--- src/rtl/chan_scan_pkg.sv ---
// chan_scan_pkg -- shared types and constants for the channel scan controller.
//   state_t : scan FSM encoding (IDLE / SCAN / PAUSE)
//   NCH     : number of scanned channels
//   SEL_W   : width of a channel index
package chan_scan_pkg;

   localparam int NCH   = 4;
   localparam int SEL_W = 2;

   typedef enum logic [1:0] {
      IDLE  = 2'b00,
      SCAN  = 2'b01,
      PAUSE = 2'b10
   } state_t;

endpackage

--- src/rtl/chan_next_sel.sv ---
// chan_next_sel -- combinational next-enabled-channel picker.
//   cur       in  : current channel index
//   skip_mask in  : bit i = 1 removes channel i from the rotation
//   nxt       out : first enabled channel after cur, searching cur+1 .. cur+NCH (mod NCH)
//   wrap      out : nxt <= cur, i.e. the rotation passed back over the top
//   none      out : every channel is masked; nxt is meaningless
// Because the search window ends at cur itself, a single enabled channel
// selects itself and reports a wrap on every advance.
module chan_next_sel
   import chan_scan_pkg::*;
(
   input  logic [SEL_W-1:0] cur,
   input  logic [NCH-1:0]   skip_mask,
   output logic [SEL_W-1:0] nxt,
   output logic             wrap,
   output logic             none
);

   logic [SEL_W-1:0] cand [NCH];
   logic [NCH-1:0]   ok;

   // Candidate gi is the channel gi+1 steps ahead; index arithmetic wraps mod NCH.
   genvar gi;
   generate
      for (gi = 0; gi < NCH; gi++) begin : g_cand
         assign cand[gi] = cur + SEL_W'(gi + 1);
         assign ok[gi]   = ~skip_mask[cand[gi]];
      end
   endgenerate

   // Nearest enabled candidate wins: scan from farthest to nearest so the
   // nearest assignment is the last one made.
   always_comb begin
      nxt = cur;
      for (int k = NCH - 1; k >= 0; k--) begin
         if (ok[k]) nxt = cand[k];
      end
   end

   assign none = ~|ok;
   assign wrap = ~none && (nxt <= cur);

endmodule

--- src/rtl/chan_scan_ctrl.sv ---
// chan_scan_ctrl -- rotating channel scanner driving a downstream 2-to-4 decoder.
//   clk, rst_n  in  : clock, asynchronous active-low reset
//   start       in  : begin a scan (only looked at while idle)
//   stop        in  : abort, wins over everything else
//   pause       in  : level, freezes the scan while high
//   oneshot     in  : level, 1 = one sweep then idle, 0 = continuous
//   dwell       in  : each channel is held dwell+1 cycles; sampled at every reload
//   skip_mask   in  : per-channel skip (only when CHAN_SKIP_EN is defined)
//   en, in      out : registered decoder enable and channel index
//   busy        out : scan in progress (SCAN or PAUSE)
//   done        out : one-cycle pulse at the end of a oneshot sweep
//   wrap        out : one-cycle pulse when the index wraps to the first enabled channel
// Build option: define CHAN_SKIP_EN to add the skip_mask port; otherwise all
// channels are scanned in order 0..NCH-1.
module chan_scan_ctrl
   import chan_scan_pkg::*;
#(
   parameter int DWELL_W = 8
)
(
   input  logic               clk,
   input  logic               rst_n,
   input  logic               start,
   input  logic               stop,
   input  logic               pause,
   input  logic               oneshot,
   input  logic [DWELL_W-1:0] dwell,
`ifdef CHAN_SKIP_EN
   input  logic [NCH-1:0]     skip_mask,
`endif
   output logic               en,
   output logic [SEL_W-1:0]   in,
   output logic               busy,
   output logic               done,
   output logic               wrap
);

   state_t             state_reg, state_next;
   logic [DWELL_W-1:0] cnt_reg, cnt_next;
   logic               en_reg, en_next;
   logic [SEL_W-1:0]   in_reg, in_next;
   logic               busy_reg, busy_next;
   logic               done_reg, done_next;
   logic               wrap_reg, wrap_next;

   logic [NCH-1:0]     mask;
   logic [SEL_W-1:0]   sel_cur, nx_sel;
   logic               nx_wrap, nx_none;

`ifdef CHAN_SKIP_EN
   assign mask = skip_mask;
`else
   assign mask = '0;
`endif

   // While idle, searching forward from the last channel yields the first
   // enabled channel, so one selector serves both start and advance.
   assign sel_cur = (state_reg == IDLE) ? SEL_W'(NCH - 1) : in_reg;

   chan_next_sel u_next_sel (
      .cur       (sel_cur),
      .skip_mask (mask),
      .nxt       (nx_sel),
      .wrap      (nx_wrap),
      .none      (nx_none)
   );

   always_ff @(posedge clk or negedge rst_n) begin
      if (!rst_n) begin
         state_reg <= IDLE;
         cnt_reg   <= '0;
         en_reg    <= 1'b0;
         in_reg    <= '0;
         busy_reg  <= 1'b0;
         done_reg  <= 1'b0;
         wrap_reg  <= 1'b0;
      end else begin
         state_reg <= state_next;
         cnt_reg   <= cnt_next;
         en_reg    <= en_next;
         in_reg    <= in_next;
         busy_reg  <= busy_next;
         done_reg  <= done_next;
         wrap_reg  <= wrap_next;
      end
   end

   always_comb begin
      state_next = state_reg;
      cnt_next   = cnt_reg;
      en_next    = en_reg;
      in_next    = in_reg;
      busy_next  = busy_reg;
      done_next  = 1'b0;
      wrap_next  = 1'b0;

      case (state_reg)
         IDLE: begin
            if (start && !stop && !nx_none) begin
               state_next = SCAN;
               en_next    = 1'b1;
               in_next    = nx_sel;
               cnt_next   = dwell;
               busy_next  = 1'b1;
            end
         end

         // The cycle on which pause is sampled does not consume count; the
         // step it skipped is taken on the resume edge instead. That keeps
         // in and the counter frozen during PAUSE while each channel still
         // sees exactly dwell+1 enabled cycles.
         SCAN, PAUSE: begin
            if (stop) begin
               state_next = IDLE;
               en_next    = 1'b0;
               in_next    = '0;
               cnt_next   = '0;
               busy_next  = 1'b0;
            end else if (pause) begin
               state_next = PAUSE;
               en_next    = 1'b0;
            end else begin
               state_next = SCAN;
               en_next    = 1'b1;
               if (cnt_reg != '0) begin
                  cnt_next = cnt_reg - DWELL_W'(1);
               end else if (nx_none || (nx_wrap && oneshot)) begin
                  // All channels masked mid-scan, or a oneshot sweep is complete.
                  state_next = IDLE;
                  en_next    = 1'b0;
                  in_next    = '0;
                  cnt_next   = '0;
                  busy_next  = 1'b0;
                  done_next  = !nx_none;
                  wrap_next  = !nx_none;
               end else begin
                  in_next   = nx_sel;
                  cnt_next  = dwell;
                  wrap_next = nx_wrap;
               end
            end
         end

         default: begin
            state_next = IDLE;
            en_next    = 1'b0;
            in_next    = '0;
            cnt_next   = '0;
            busy_next  = 1'b0;
         end
      endcase
   end

   assign en   = en_reg;
   assign in   = in_reg;
   assign busy = busy_reg;
   assign done = done_reg;
   assign wrap = wrap_reg;

endmodule

--- config.mk ---
export PLATFORM = sky130hd
export DESIGN_NAME = chan_scan_ctrl
export DESIGN_NICKNAME = d
export VERILOG_FILES = /design/src/rtl/chan_scan_pkg.sv /design/src/rtl/chan_next_sel.sv /design/src/rtl/chan_scan_ctrl.sv
export SDC_FILE = /design/constraint.sdc
export NUM_CORES = 1
export LEC_CHECK = 0
export ABC_AREA = 1
export CAP_MARGIN = 10
export CORE_UTILIZATION = 35
export CTS_CLUSTER_DIAMETER = 50
export CTS_CLUSTER_SIZE = 10
export DETAILED_ROUTE_END_ITERATION = 8
export PLACE_DENSITY = 0.58
export SLEW_MARGIN = 20
export SYNTH_ARGS = -nofsm -noshare
export SYNTH_HDL_FRONTEND = slang
export SYNTH_SLANG_ARGS = --single-unit
--- constraint.sdc ---
create_clock -name clk -period 4.7 [get_ports clk]
set_input_delay 0.705 -clock clk [delete_from_list [all_inputs] [get_ports clk]]
set_output_delay 0.705 -clock clk [all_outputs]
set_load 0.01 [all_outputs]
==> summary.md <==
| Metric | Value |
|---|---|
| Outcome | `completed` |
| # IOs | `20` |
| Gpl congestion | `0.867` |
| Final total power | `0.976 mW` |
| Largest cells by area after synthesis | `dfrtp_1 (33%), nand2_1 (25%), inv_1 (6.2%)` |
| CTS H-tree lvls | `1` |
| WHS | `0.495 ns` |
| CP max FO | `10` |
| Hold depth | `2` |
| Final period util | `46.7%` |
| Synthesized Nets | `187` |
| Top cell type's share of synthesized area | `32.8%` |
| Commonest non-fill, non-tap cell in the layout | `nand2_1` |
| Final net count | `210` |
| Worst Path Arrival | `2.40 ns` |
| Most frequent cells in the layout | `nand2_1 (77), inv_1 (19), clkdlybuf4s50_1 (19)` |
| RR Endpoint | `state_reg[0]` |
| R2R cell count | `11` |
| Total congestion overflow | `0` |
| Achievable Freq | `0.455 GHz` |
| Fill cells | `319` |
| Port Buffer Count | `19` |
| RSZ-0062 raised after global routing | `no` |
| Actual slew at the worst max-slew pin | `0.707 ns` |
| P_int | `0.464 mW` |
| Setup TNS | `0 ns` |
| Worst relative slew slack | `52.7%` |
| Area of the multi-input gates | `672 µm²` |
| Area after DPL | `1380 µm²` |
| Cts bufs inserted | `3` |
| Total global-route track usage | `18.3%` |
| Maximum clock path buffer count | `2` |
| Element type at the critical path end | `flop` |
| Setup violators final | `0` |
| Hold Crit Class | `flop to flop` |
| WHS Endpoint | `busy` |
| Clk pwr share | `7.9%` |
| Final max-slew violation count | `0` |
| Largest net degree at the start of global routing | `16` |
| CTS root buffer | `clkbuf_4` |
| Number of nets with antenna violations after routing | `0` |
| Wire per inst | `11.8 µm` |
| Peak VDD IR | `0.296 mV` |
| Sequential share of power | `24.7%` |
| Switching part of the total power | `52.4%` |
| Die Y | `59.2 µm` |
| Post-CTS setup buffer count | `0` |
| Initial antenna violation count | `0` |
| CP Class | `flop to flop` |
| PwrDens | `695 nW/µm²` |
| Post-DP HPWL | `2110 µm` |
| Detailed-route vias per instance | `4.62` |
| DRC errors left | `0` |
| Max reg flops | `8` |
| Leak | `0.754 nW` |
| Layout cell share with drive strength beyond 1 | `11.1%` |
| First-pass GRT wire length | `4810 µm` |
| Total net switching power | `0.512 mW` |
| CTS tree | `yes` |
| Core Region | `3080 µm²` |
| Clock-pin slew on the worst setup and hold paths | `0.10 ns` |
| Flip-flop and latch area | `375 µm²` |
| CTS Hold Bufs | `0` |
| Comb pwr share | `67.5%` |
| Critical path launch point type | `flop` |
| First-pass iteration count of the detailed router | `5` |
| Synth Instances | `168` |
| Die width | `59.2 µm` |
| Skew-Pair Late Insertion Delay | `0.28 ns` |
| R2R Path Start | `state_reg[0]` |
| Post-synth cell types | `25` |
| DR vias | `1,081` |
| Vias in the first global route | `1,109` |
| Synth Register Bits | `15` |
| Clk_skew | `0.00450 ns` |
| Worst min-delay path startpoint | `busy` |
| Synthesized cell area | `1140 µm²` |
| Sequential-to-total area share from yosys stat | `32.8%` |
| Avg Synthesized Cell Area | `6.81 µm²` |
| Core Rows | `20` |
| Routed WL | `2760 µm` |
| Fin crit period | `2.20 ns` |
| # clock sinks | `15` |
| Starting DRT DRC Count | `40` |
| R2R Setup Slk | `2.50 ns` |
| Fin. Hold Viols | `0` |
| Die area | `3500 µm²` |
| Post-route cell area | `1400 µm²` |
| Synthesis warning total | `0` |
| Worst EP required | `4.90 ns` |
| Area Growth Syn to Fin | `22.8%` |
| Antenna diodes | `0` |
| Maximum Capacitance Violations | `0` |
| Initial Utilization | `37.2%` |
| PostCTS Resize Cnt | `0` |
| Area leader, netlist | `dfrtp_1` |
==> worst max-delay path: stages, from the launching register on <==
cell	delay [ns]
dfrtp_1	0.39
inv_1	0.07
ha_1	0.32
or2_2	0.34
ha_1	0.25
a21oi_4	0.26
inv_1	0.12
nand2_1	0.12
nand2_1	0.06
nand2_1	0.05
nand2_1	0.05
o21ai_0	0.08
==> per-stage QoR <==
| stage | util [%] | cells | worst slack [ns] |
|---|---|---|---|
| after detailed placement | 44.8 | 230 | 2.46 |
| after global placement | 44.8 | 230 | 2.47 |
| final | 45.6 | 234 | 2.50 |
| after global routing | 45.6 | 234 | 2.30 |
| after floorplan | - | 168 | 2.72 |
| after CTS | 45.6 | 234 | 2.48 |
==> power groups by stage <==
stage	combinational [mW]	sequential [mW]	clock, mW
after floorplan	0.504	0.238	0
after global placement	0.655	0.240	0
after detailed placement	0.660	0.243	0
after CTS	0.666	0.241	0.0804
after global routing	0.751	0.248	0.0860
final	0.658	0.241	0.0768
==> Yosys cell counts <==
cell,number
a21oi_1,2
a21oi_2,1
a21oi_4,2
buf_6,1
dfrtp_1,15
ha_1,5
inv_1,19
inv_2,2
inv_4,1
nand2_1,77
nand2_2,4
nand2_4,1
nand3_1,8
nand4_1,3
nor2_1,10
nor2_4,2
nor2_8,1
nor3_1,2
o211ai_1,1
o21ai_0,5
o21ai_1,1
o21ai_2,1
o21ai_4,1
or2_2,2
xor2_1,1
==> worst max-delay path by stage <==
stage	slack [ns]	depth (start not counted)	to	from
after floorplan	2.72	12	cnt_reg[1]	state_reg[0]
after global placement	2.47	10	busy	stop
after detailed placement	2.46	10	busy	stop
after CTS	2.48	11	state_reg[0]	state_reg[0]
after global routing	2.30	11	state_reg[0]	state_reg[0]
final	2.50	11	state_reg[0]	state_reg[0]
==> routing by layer <==
metal	GRT usage, %	share of wire (%)	vias to the layer above
met5	0	0	-
met4	8.16	1.3	0
met3	2.62	3.9	4
met2	29.7	46	26
met1	24.0	48	491
li1	-	-	560
==> final cells by class <==
cell class | count | share of cell area, %
inverter | 22 | 6.06
clock buffer | 4 | 1.87
sequential | 15 | 26.7
tap | 44 | 3.92
multi-input combinational | 130 | 47.9
timing repair buffer | 19 | 13.5
==> cell families after synthesis <==
kind of cell	Yosys count	share of synthesized area, %
adder cells (fa/ha/maj)	5	5.47
AO/OA/AOI/OAI	14	9.96
XOR/XNOR	1	0.766
AND/OR/NAND/NOR	110	42.6
flip-flops	15	32.8
buffers and inverters	23	8.43
No activity file was read; power rests on OpenSTA's default activity.
